File: config.mk
export PLATFORM = sky130hd
export DESIGN_NAME = cpu_trace_buffer
export DESIGN_NICKNAME = d
export VERILOG_FILES = /design/src/rtl/cpu_trace_buffer.sv
export SDC_FILE = /design/constraint.sdc
export NUM_CORES = 1
export LEC_CHECK = 0
export ABC_AREA = 0
export ABC_CLOCK_PERIOD_IN_PS = 9260
export CORE_MARGIN = 1
export CORE_UTILIZATION = 50
export DETAILED_ROUTE_END_ITERATION = 7
export GPL_TIMING_DRIVEN = 0
export PLACE_DENSITY = 0.65
export SKIP_LAST_GASP = 1
export SYNTH_ARGS = -nofsm -noshare
export SYNTH_HDL_FRONTEND = slang
export SYNTH_SLANG_ARGS = --single-unit
File: constraint.sdc
create_clock -name clk -period 9.26 [get_ports clk]
set_input_delay 1.852 -clock clk [delete_from_list [all_inputs] [get_ports clk]]
set_output_delay 1.852 -clock clk [all_outputs]
set_load 0.1 [all_outputs]
File: src/rtl/cpu_trace_buffer.sv
// Instruction-retire trace buffer: classifies each retiring instruction, queues
// {class, PC, write data} in a first-word-fall-through FIFO and keeps retire statistics.
`timescale 1ns/1ps
module cpu_trace_buffer #(
  parameter int PC_W   = 32,
  parameter int DATA_W = 32,
  parameter int DEPTH  = 16,
  parameter int CNT_W  = 16
) (
  input  logic                     clk,
  input  logic                     rst,
  input  logic                     en,
  input  logic                     mode,
  input  logic                     trace_valid,
  input  logic [PC_W-1:0]          trace_pc,
  input  logic [31:0]              trace_instr,
  input  logic [DATA_W-1:0]        trace_wd,
  output logic                     rd_valid,
  input  logic                     rd_ready,
  output logic [3:0]               rd_class,
  output logic [PC_W-1:0]          rd_pc,
  output logic [DATA_W-1:0]        rd_wd,
  output logic [$clog2(DEPTH):0]   level,
  output logic [CNT_W-1:0]         drop_cnt,
  output logic [CNT_W-1:0]         ovw_cnt,
  input  logic [3:0]               cnt_sel,
  output logic [CNT_W-1:0]         cnt_val,
  input  logic                     clr_cnt
);

  localparam int AW = $clog2(DEPTH);
  localparam int LW = AW + 1;
  localparam int NUM_CLASSES = 9;
  localparam logic [LW-1:0] FULL_LEVEL = LW'(DEPTH);

  logic [3:0]        class_mem [DEPTH];
  logic [PC_W-1:0]   pc_mem    [DEPTH];
  logic [DATA_W-1:0] wd_mem    [DEPTH];

  logic [AW-1:0]     wr_ptr, rd_ptr;
  logic [LW-1:0]     level_q;
  logic [CNT_W-1:0]  class_cnt [NUM_CLASSES];

  logic [5:0] opcode, funct;
  logic [3:0] trace_class;
  logic       unused_instr_bits;
  logic       push, pop, full, wr_en, overwrite, drop, rd_adv;

  assign opcode            = trace_instr[31:26];
  assign funct             = trace_instr[5:0];
  assign unused_instr_bits = ^trace_instr[25:6];

  always_comb begin
    trace_class = 4'd0;
    case (opcode)
      6'd0: begin
        case (funct)
          6'd32:   trace_class = 4'd1;
          6'd34:   trace_class = 4'd2;
          6'd36:   trace_class = 4'd3;
          6'd37:   trace_class = 4'd4;
          default: trace_class = 4'd0;
        endcase
      end
      6'd35:   trace_class = 4'd5;
      6'd43:   trace_class = 4'd6;
      6'd4:    trace_class = 4'd7;
      6'd2:    trace_class = 4'd8;
      default: trace_class = 4'd0;
    endcase
  end

  // When full, the write slot coincides with the head, so a simultaneous pop
  // or an overwrite both retire the head while the new entry lands there.
  assign full      = (level_q == FULL_LEVEL);
  assign rd_valid  = (level_q != '0);
  assign push      = en & trace_valid;
  assign pop       = rd_valid & rd_ready;
  assign overwrite = push & full & ~pop & mode;
  assign drop      = push & full & ~pop & ~mode;
  assign wr_en     = push & (~full | pop | mode);
  assign rd_adv    = pop | overwrite;

  assign rd_class = class_mem[rd_ptr];
  assign rd_pc    = pc_mem[rd_ptr];
  assign rd_wd    = wd_mem[rd_ptr];
  assign level    = level_q;

  always_ff @(posedge clk) begin
    if (wr_en) begin
      class_mem[wr_ptr] <= trace_class;
      pc_mem[wr_ptr]    <= trace_pc;
      wd_mem[wr_ptr]    <= trace_wd;
    end
  end

  always_ff @(posedge clk or posedge rst) begin
    if (rst) begin
      wr_ptr  <= '0;
      rd_ptr  <= '0;
      level_q <= '0;
    end else begin
      if (wr_en)  wr_ptr <= wr_ptr + 1'b1;
      if (rd_adv) rd_ptr <= rd_ptr + 1'b1;
      case ({wr_en, rd_adv})
        2'b10:   level_q <= level_q + 1'b1;
        2'b01:   level_q <= level_q - 1'b1;
        default: level_q <= level_q;
      endcase
    end
  end

  // Statistics saturate; a clear in the same cycle as an event wins.
  always_ff @(posedge clk or posedge rst) begin
    if (rst) begin
      drop_cnt <= '0;
      ovw_cnt  <= '0;
      for (int i = 0; i < NUM_CLASSES; i++) class_cnt[i] <= '0;
    end else if (clr_cnt) begin
      drop_cnt <= '0;
      ovw_cnt  <= '0;
      for (int i = 0; i < NUM_CLASSES; i++) class_cnt[i] <= '0;
    end else begin
      if (drop && drop_cnt != '1)     drop_cnt <= drop_cnt + 1'b1;
      if (overwrite && ovw_cnt != '1) ovw_cnt  <= ovw_cnt + 1'b1;
      for (int i = 0; i < NUM_CLASSES; i++) begin
        if (push && trace_class == 4'(i) && class_cnt[i] != '1)
          class_cnt[i] <= class_cnt[i] + 1'b1;
      end
    end
  end

  always_comb begin
    cnt_val = '0;
    for (int i = 0; i < NUM_CLASSES; i++) begin
      if (cnt_sel == 4'(i)) cnt_val = class_cnt[i];
    end
  end

endmodule

==> results of run 1 <==
-- power breakdown --
group          internal (W)  total (W)  switching [W]
combinational       0.00229    0.00685        0.00456
clock               0.00300    0.00515        0.00215
sequential          0.00652    0.00659      0.0000684
total                0.0118     0.0186        0.00677
-- worst max-delay path, delay by kind of cell --
kind,cells,cell delay (ps)
and+or+nand+nor,1,410
buffers and inverters,5,2870
AOI/OAI and AO/OA,3,490
-- routing by layer --
metal	routed length, um	up-vias	global-route usage
met2	67700	1059	0.433
li1	-	12300	-
met3	8850	201	0.0450
met4	2930	6	0.0680
met1	52300	15200	0.334
met5	44	-	0
-- synth_stat cells, drive strengths merged, types with 13 or more instances --
| cell type | number | area [sq um] |
|---|---|---|
| nor4 | 45 | 297 |
| dfrtp | 189 | 4730 |
| and3 | 32 | 200 |
| nor3 | 42 | 210 |
| edfxtp | 1088 | 32700 |
| or3 | 24 | 155 |
| clkbuf | 121 | 454 |
| xnor2 | 91 | 797 |
| o21ai | 61 | 305 |
| ha | 20 | 250 |
| a221oi | 15 | 131 |
| and4 | 13 | 114 |
| a21oi | 46 | 230 |
| nand2 | 80 | 300 |
| nand4 | 67 | 419 |
| xor2 | 65 | 569 |
| buf | 30 | 121 |
| nor2 | 234 | 878 |
| mux2i | 13 | 130 |
| nand3 | 65 | 325 |
| inv | 30 | 113 |
| mux4 | 341 | 7680 |
-- state kept, by name, summed over array words and instances (netlist names) --
register,cells
rd_ptr,4
level,5
class_mem,64
wr_ptr,4
drop_cnt,16
class_cnt,144
ovw_cnt,16
wd_mem,512
pc_mem,512
-- worst max path at each step --
stage               startpoint                        end  slack [ps]  depth (start not counted)
floorplan                   en  class_mem[3][0]$_DFFE_PP_        1450                          4
global route        cnt_sel[0]                cnt_val[10]        1560                          9
detailed placement  cnt_sel[0]                cnt_val[11]        1790                          9
global placement            en     wd_mem[3][6]$_DFFE_PP_       -6080                          5
CTS                 cnt_sel[0]                cnt_val[11]        1780                          9
finish              cnt_sel[0]                cnt_val[12]        1770                          9
-- per-stage QoR --
stage,std cells,utilization
2_1_floorplan,2839,-
3_3_place_gp,4425,0.541
3_5_place_dp,4504,0.555
4_1_cts,4743,0.595
5_1_grt,4743,0.595
6_report,4743,0.595
-- kinds of logic (layout without fill, tap and decap cells) --
group / Yosys count / count (layout) / share of synthesized area
buf+inv: 181 / 705 / 0.0132
xor+xnor: 156 / 156 / 0.0262
compound gates: 176 / 176 / 0.0210
fa+ha+maj: 21 / 21 / 0.00519
mux: 361 / 361 / 0.151
simple gates: 667 / 667 / 0.0648
flops: 1277 / 1277 / 0.718
-- layout make-up --
| type | instances | area share |
|---|---|---|
| clock buffer | 174 | 0.0595 |
| sequential | 1277 | 0.608 |
| clock inverter | 65 | 0.00842 |
| inverter | 30 | 0.00195 |
| tap | 1380 | 0.0281 |
| timing repair buffer | 285 | 0.0554 |
| buffer | 151 | 0.00936 |
| multi-input combinational | 1381 | 0.229 |
==> metrics.txt, run 1 <==
Tot GR Track Use=0.253; Hold Slack=545 ps; WL final=132000 um; prevailing post-synth register cell=edfxtp_1; Final Hold Viols=0; Hold EP=level[0]$_DFFE_PP0P_; Clock transition at path regs=50 ps; DIE WIDTH=325 um; via count=28.7k; FF-to-FF Start=level[4]$_DFFE_PP0P_; FF-to-FF End=wd_mem[3][12]$_DFFE_PP_; Root Buffer=clkbuf_16; Num CTS Buffers=135; Setup crit end kind=primary output; # rows=118; sequential element share of the synthesized area=0.718; Worst path max stage delay=1240 ps; syn nets=2967; CTS tree=yes; RSZ-0062 raised after global routing=false; Setup WS pre-CTS=1790 ps; fraction of layout cells with a size suffix above 1=0.190; footprint of the multi-input gates=14100 sq um; Ports=229; I/O Buffers=206; register area=37400 sq um; leakage power=20.1 nW; Async SR Flop Fraction=0.148; outcome=finished, final reports clean; DRC violations left=0; Hold Crit Depth=1; area grow syn2layout=18.1%; critical setup path kind=input pin to primary output; Period minus WS final=7490 ps; final setup violation count=0; most frequent cells in the layout=1088 x edfxtp_1, 341 x mux4_2, 222 x nor2_1, 206 x clkdlybuf4s50_1, 189 x dfrtp_1; RD Place Congestion=0.916; global-route wire length before repair=195000 um; EDFF count, synth=1088; WP data arrival=5640 ps; R2R cell count=9; # clock sinks=1277; Vias/cell=6.06; fmax=133 MHz; Initial DRT Pass Iterations=5; n_diodes=0; detailed placement HPWL=87100 um; Clock Latency Late Sink=730 ps; fin. max-slew vios=0; final cycle utilization of the critical path=0.809; Initial Utilization=0.504; layout net count=3389; Final ANT Viol Nets=0; Die ar.=105000 sq um; Slew HR=0.0676; YS warnings=0; hold_buf cts=0; hold path startpoint=level[0]$_DFFE_PP0P_; reg-to-reg slack, setup=5480 ps; aggregate global routing overflow=0; H-tree levels=4; slowest cell on the critical path=clkdlybuf4s50_1; HP Class=flop to flop; vias in the first global route=29.8k; crit path cell chain=clkdlybuf4s50_1 -> clkbuf_1 -> inv_1 -> nor3_1 -> clkbuf_1 -> a22o_1 -> a221oi_1 -> o31ai_1 -> clkdlybuf4s50_1; synthesized cell area=52100 sq um; Core Area=103000 sq um; PwrDens=302 nW/um^2; routed len/inst=27.8 um; Data required, critical path=7410 ps; initial antenna violation count=5; # resized after CTS=0; Final Cell Area=61500 sq um; maximum buffer depth of the clock tree=3; maximum vdd drop=0.371 mV; setup ws final=1770 ps; die height=325 um; most common cell after layout, fill and taps aside=edfxtp_1; DP Area=57300 sq um; Worst Tran Pin Value=1390 ps; post-synthesis register bit count=1277; initial DRC count=2872; Gate Count Post-Synth=2839; post-CTS setup buffer count=0; Design Power=0.0186 W; Mapped Avg Cell Area=18.3 sq um; Layout Skew=29.2 ps; Setup crit start kind=input pin; Max Fanout on Critical Path=10; setup TNS=0 ps; fill count=7549; count of cell types in the netlist=64; largest net degree at the start of global routing=123; Max-cap violations=0
No activity file was read; power rests on OpenSTA's default activity.
==> inputs of run 2 (changes only) <==
ABC_CLOCK_PERIOD_IN_PS = 6100   (was 9260)
PLACE_DENSITY = 0.67   (was 0.65)
clock period = 6.1 ns   (was 9.26 ns; I/O delays follow)
==> run 2 against run 1 <==
Critical path depth down 3. Critical endpoint is now rd_class[2]. Largest power group unchanged. Sequential power up 52%. Critical path type is now flop to primary output. Via count up 0.16%. Clock power up 54%. Global-route usage down 0.26 points. Die area unchanged. First-iteration DRC count down 3.8%. Total power up 53%. Combinational power up 53%. Largest cell class unchanged.
==> metrics.txt, run 2 (synthesized netlist as in run 1, its figures left out) <==
outcome=finished, final reports clean (unchanged); layout net count=3374 (was 3389); footprint of the multi-input gates=14100 sq um (about the same); Die ar.=105000 sq um (unchanged); CP dominant cell by count=mux4_2; Num CTS Buffers=132 (was 135); R2R cell count=12 (was 9); HP Class=flop to flop (unchanged); maximum vdd drop=0.535 mV (was 0.371 mV); RD Place Congestion=0.930 (was 0.916); Crit. Startpoint=rd_ptr[0]$_DFFE_PP0P_ (was cnt_sel[0]); die height=325 um (unchanged); Clock Latency Late Sink=730 ps (about the same); most common cell after layout, fill and taps aside=edfxtp_1 (unchanged); area grow syn2layout=18.9% (was 18.1%); initial DRC count=2763 (was 2872); leakage power=20.3 nW (was 20.1 nW); Vias/cell=6.08 (was 6.06); most crowded layer after global routing=met2 (unchanged); aggregate global routing overflow=0 (unchanged); detailed placement HPWL=85700 um (was 87100 um); crit path cell chain=clkbuf_1 -> clkdlybuf4s15_1 -> clkdlybuf4s15_2 -> mux4_2 -> mux4_2 -> clkdlybuf4s50_1 (was clkdlybuf4s50_1 -> clkbuf_1 -> inv_1 -> nor3_1 -> clkbuf_1 -> a22o_1 -> a221oi_1 -> o31ai_1 -> clkdlybuf4s50_1); critical setup path kind=flop to primary output (was input pin to primary output); Crit path buffers/inverters=4 (was 5); initial antenna violation count=8 (was 5); Root Buffer=clkbuf_16 (unchanged); Setup crit start kind=flop (was input pin); fmax=166 MHz; fin. max-slew vios=0 (unchanged); fraction of layout cells with a size suffix above 1=0.196 (was 0.190); Slew HR=0.0571 (was 0.0676); DRC violations left=0 (unchanged); reg-to-reg slack, setup=2300 ps (was 5480 ps); routed len/inst=27.6 um (was 27.8 um); Layout Skew=20.6 ps (was 29.2 ps); Core Area=103000 sq um (unchanged); Final ANT Viol Nets=0 (unchanged); Setup crit end kind=primary output (unchanged); CP delay by family, top=buffers and inverters (unchanged); Worst path max stage delay=1000 ps (was 1240 ps); Initial DRT Pass Iterations=7 (was 5); placed cells=4492 (was 4504); # clock sinks=1277 (unchanged); Design Power=0.0285 W (was 0.0186 W); slowest cell on the critical path=clkdlybuf4s50_1 (unchanged); maximum buffer depth of the clock tree=3 (unchanged); Max-cap violations=0 (unchanged); post-CTS setup buffer count=0 (unchanged); WP data arrival=4800 ps (was 5640 ps); fill count=7515 (was 7549); biggest regs=pc_mem: 512 flops, wd_mem: 512 flops, class_cnt: 144 flops (unchanged); vias in the first global route=29.4k (was 29.8k); Finished Layout Cells=4737 (was 4743); GR Layer Usage met1=0.333 (was 0.334); global-route wire length before repair=193000 um (was 195000 um); Worst Tran Pin Value=1410 ps (was 1390 ps); CTS tree=yes (unchanged); instance count on the critical path=6 (was 9); CP Capture Point=rd_class[2] (was cnt_val[12]); Tot GR Track Use=0.250 (was 0.253); most frequent cells in the layout=1088 x edfxtp_1, 341 x mux4_2, 222 x nor2_1, 189 x dfrtp_1, 189 x clkdlybuf4s50_1 (was 1088 x edfxtp_1, 341 x mux4_2, 222 x nor2_1, 206 x clkdlybuf4s50_1, 189 x dfrtp_1); DIE WIDTH=325 um (unchanged); Final Hold Viols=0 (unchanged); Period minus WS final=6020 ps; Clock transition at path regs=60 ps (was 50 ps); H-tree levels=4 (unchanged); I/O Buffers=206 (unchanged); grt met3 use=0.0447 (was 0.0450); Ports=229 (unchanged); final cycle utilization of the critical path=0.986; Initial Utilization=0.504 (unchanged); largest net degree at the start of global routing=43 (was 123); # rows=118 (unchanged); Data required, critical path=4880 ps (was 7410 ps); Max Fanout on Critical Path=10 (unchanged); register area=37400 sq um (unchanged); FF-to-FF Start=level[0]$_DFFE_PP0P_ (was level[4]$_DFFE_PP0P_); routing usage on met2=0.423 (was 0.433); FF-to-FF End=level[4]$_DFFE_PP0P_ (was wd_mem[3][12]$_DFFE_PP_); via count=28.8k (was 28.7k); WL final=131000 um (was 132000 um); final setup violation count=0 (unchanged); PwrDens=459 nW/um^2 (was 302 nW/um^2)
## run 2: area by class of cell
class                           instances  share of cell area
Buffer                                151              0.0118
Tap cell                             1380              0.0279
Multi-Input combinational cell       1381               0.228
Timing Repair Buffer                  273              0.0573
Clock buffer                          159              0.0572
Antenna cell                            3            0.000121
Sequential cell                      1277               0.604
Clock inverter                         83              0.0119
Inverter                               30             0.00188
## run 2: through the flow
step,instance area (sq um),TNS (ps),hold WS [ps],worst slack (ps),util
finish,61900,0,569,82.7,0.599
floorplan,52100,0,520,336,-
global route,61900,-117,603,-20.2,0.599
CTS,61900,-62.9,569,-62.9,0.599
detailed placement,57500,-601,556,-106,0.556
global placement,55900,-4139030,550,-4080,0.541
## run 2: power by group
group / switching, W / internal, W / leakage [nW]
registers: 0.000110 / 0.00990 / 12.4
logic: 0.00695 / 0.00355 / 5.80
clock network: 0.00332 / 0.00462 / 2.09
total: 0.0104 / 0.0181 / 20.3
## run 2: per-layer routing
metal  wire, um  share of wire  up-vias
li1           -              -    12300
met1      52300           0.40    15200
met2      66500           0.51     1126
met3       8600          0.066      196
met4       3170          0.024       10
met5         59        0.00045        -
## run 2: worst reg2reg max path, stage by stage, from the launching register on
cell and delay (ps):
dfrtp_1 440, nor4_1 720, a31oi_1 170, a21oi_1 820
ha_1 380, inv_1 100, fa_1 400, inv_1 80
a21o_1 120, a21oi_1 80, xnor2_1 160, nor2_1 80
xnor2_1 140
## run 2: timing repair
action                     4_1_cts  5_1_grt
gates resized for setup         55       15
setup endpoints to repair       80       14
hold buffers                     0        0
## run 2: how the worst min path moves through the flow
| stage | endpoint | depth (start not counted) | slack [ps] | from |
|---|---|---|---|---|
| 2_1_floorplan | class_cnt[20]$_DFFE_PP0P_ | 2 | 520 | class_cnt[20]$_DFFE_PP0P_ |
| 3_3_place_gp | level[3]$_DFFE_PP0P_ | 2 | 550 | level[3]$_DFFE_PP0P_ |
| 5_1_grt | drop_cnt[4]$_DFFE_PP0P_ | 2 | 600 | drop_cnt[4]$_DFFE_PP0P_ |
| 3_5_place_dp | level[2]$_DFFE_PP0P_ | 2 | 560 | level[2]$_DFFE_PP0P_ |
| 6_report | level[2]$_DFFE_PP0P_ | 2 | 570 | level[2]$_DFFE_PP0P_ |
| 4_1_cts | level[2]$_DFFE_PP0P_ | 2 | 570 | level[2]$_DFFE_PP0P_ |
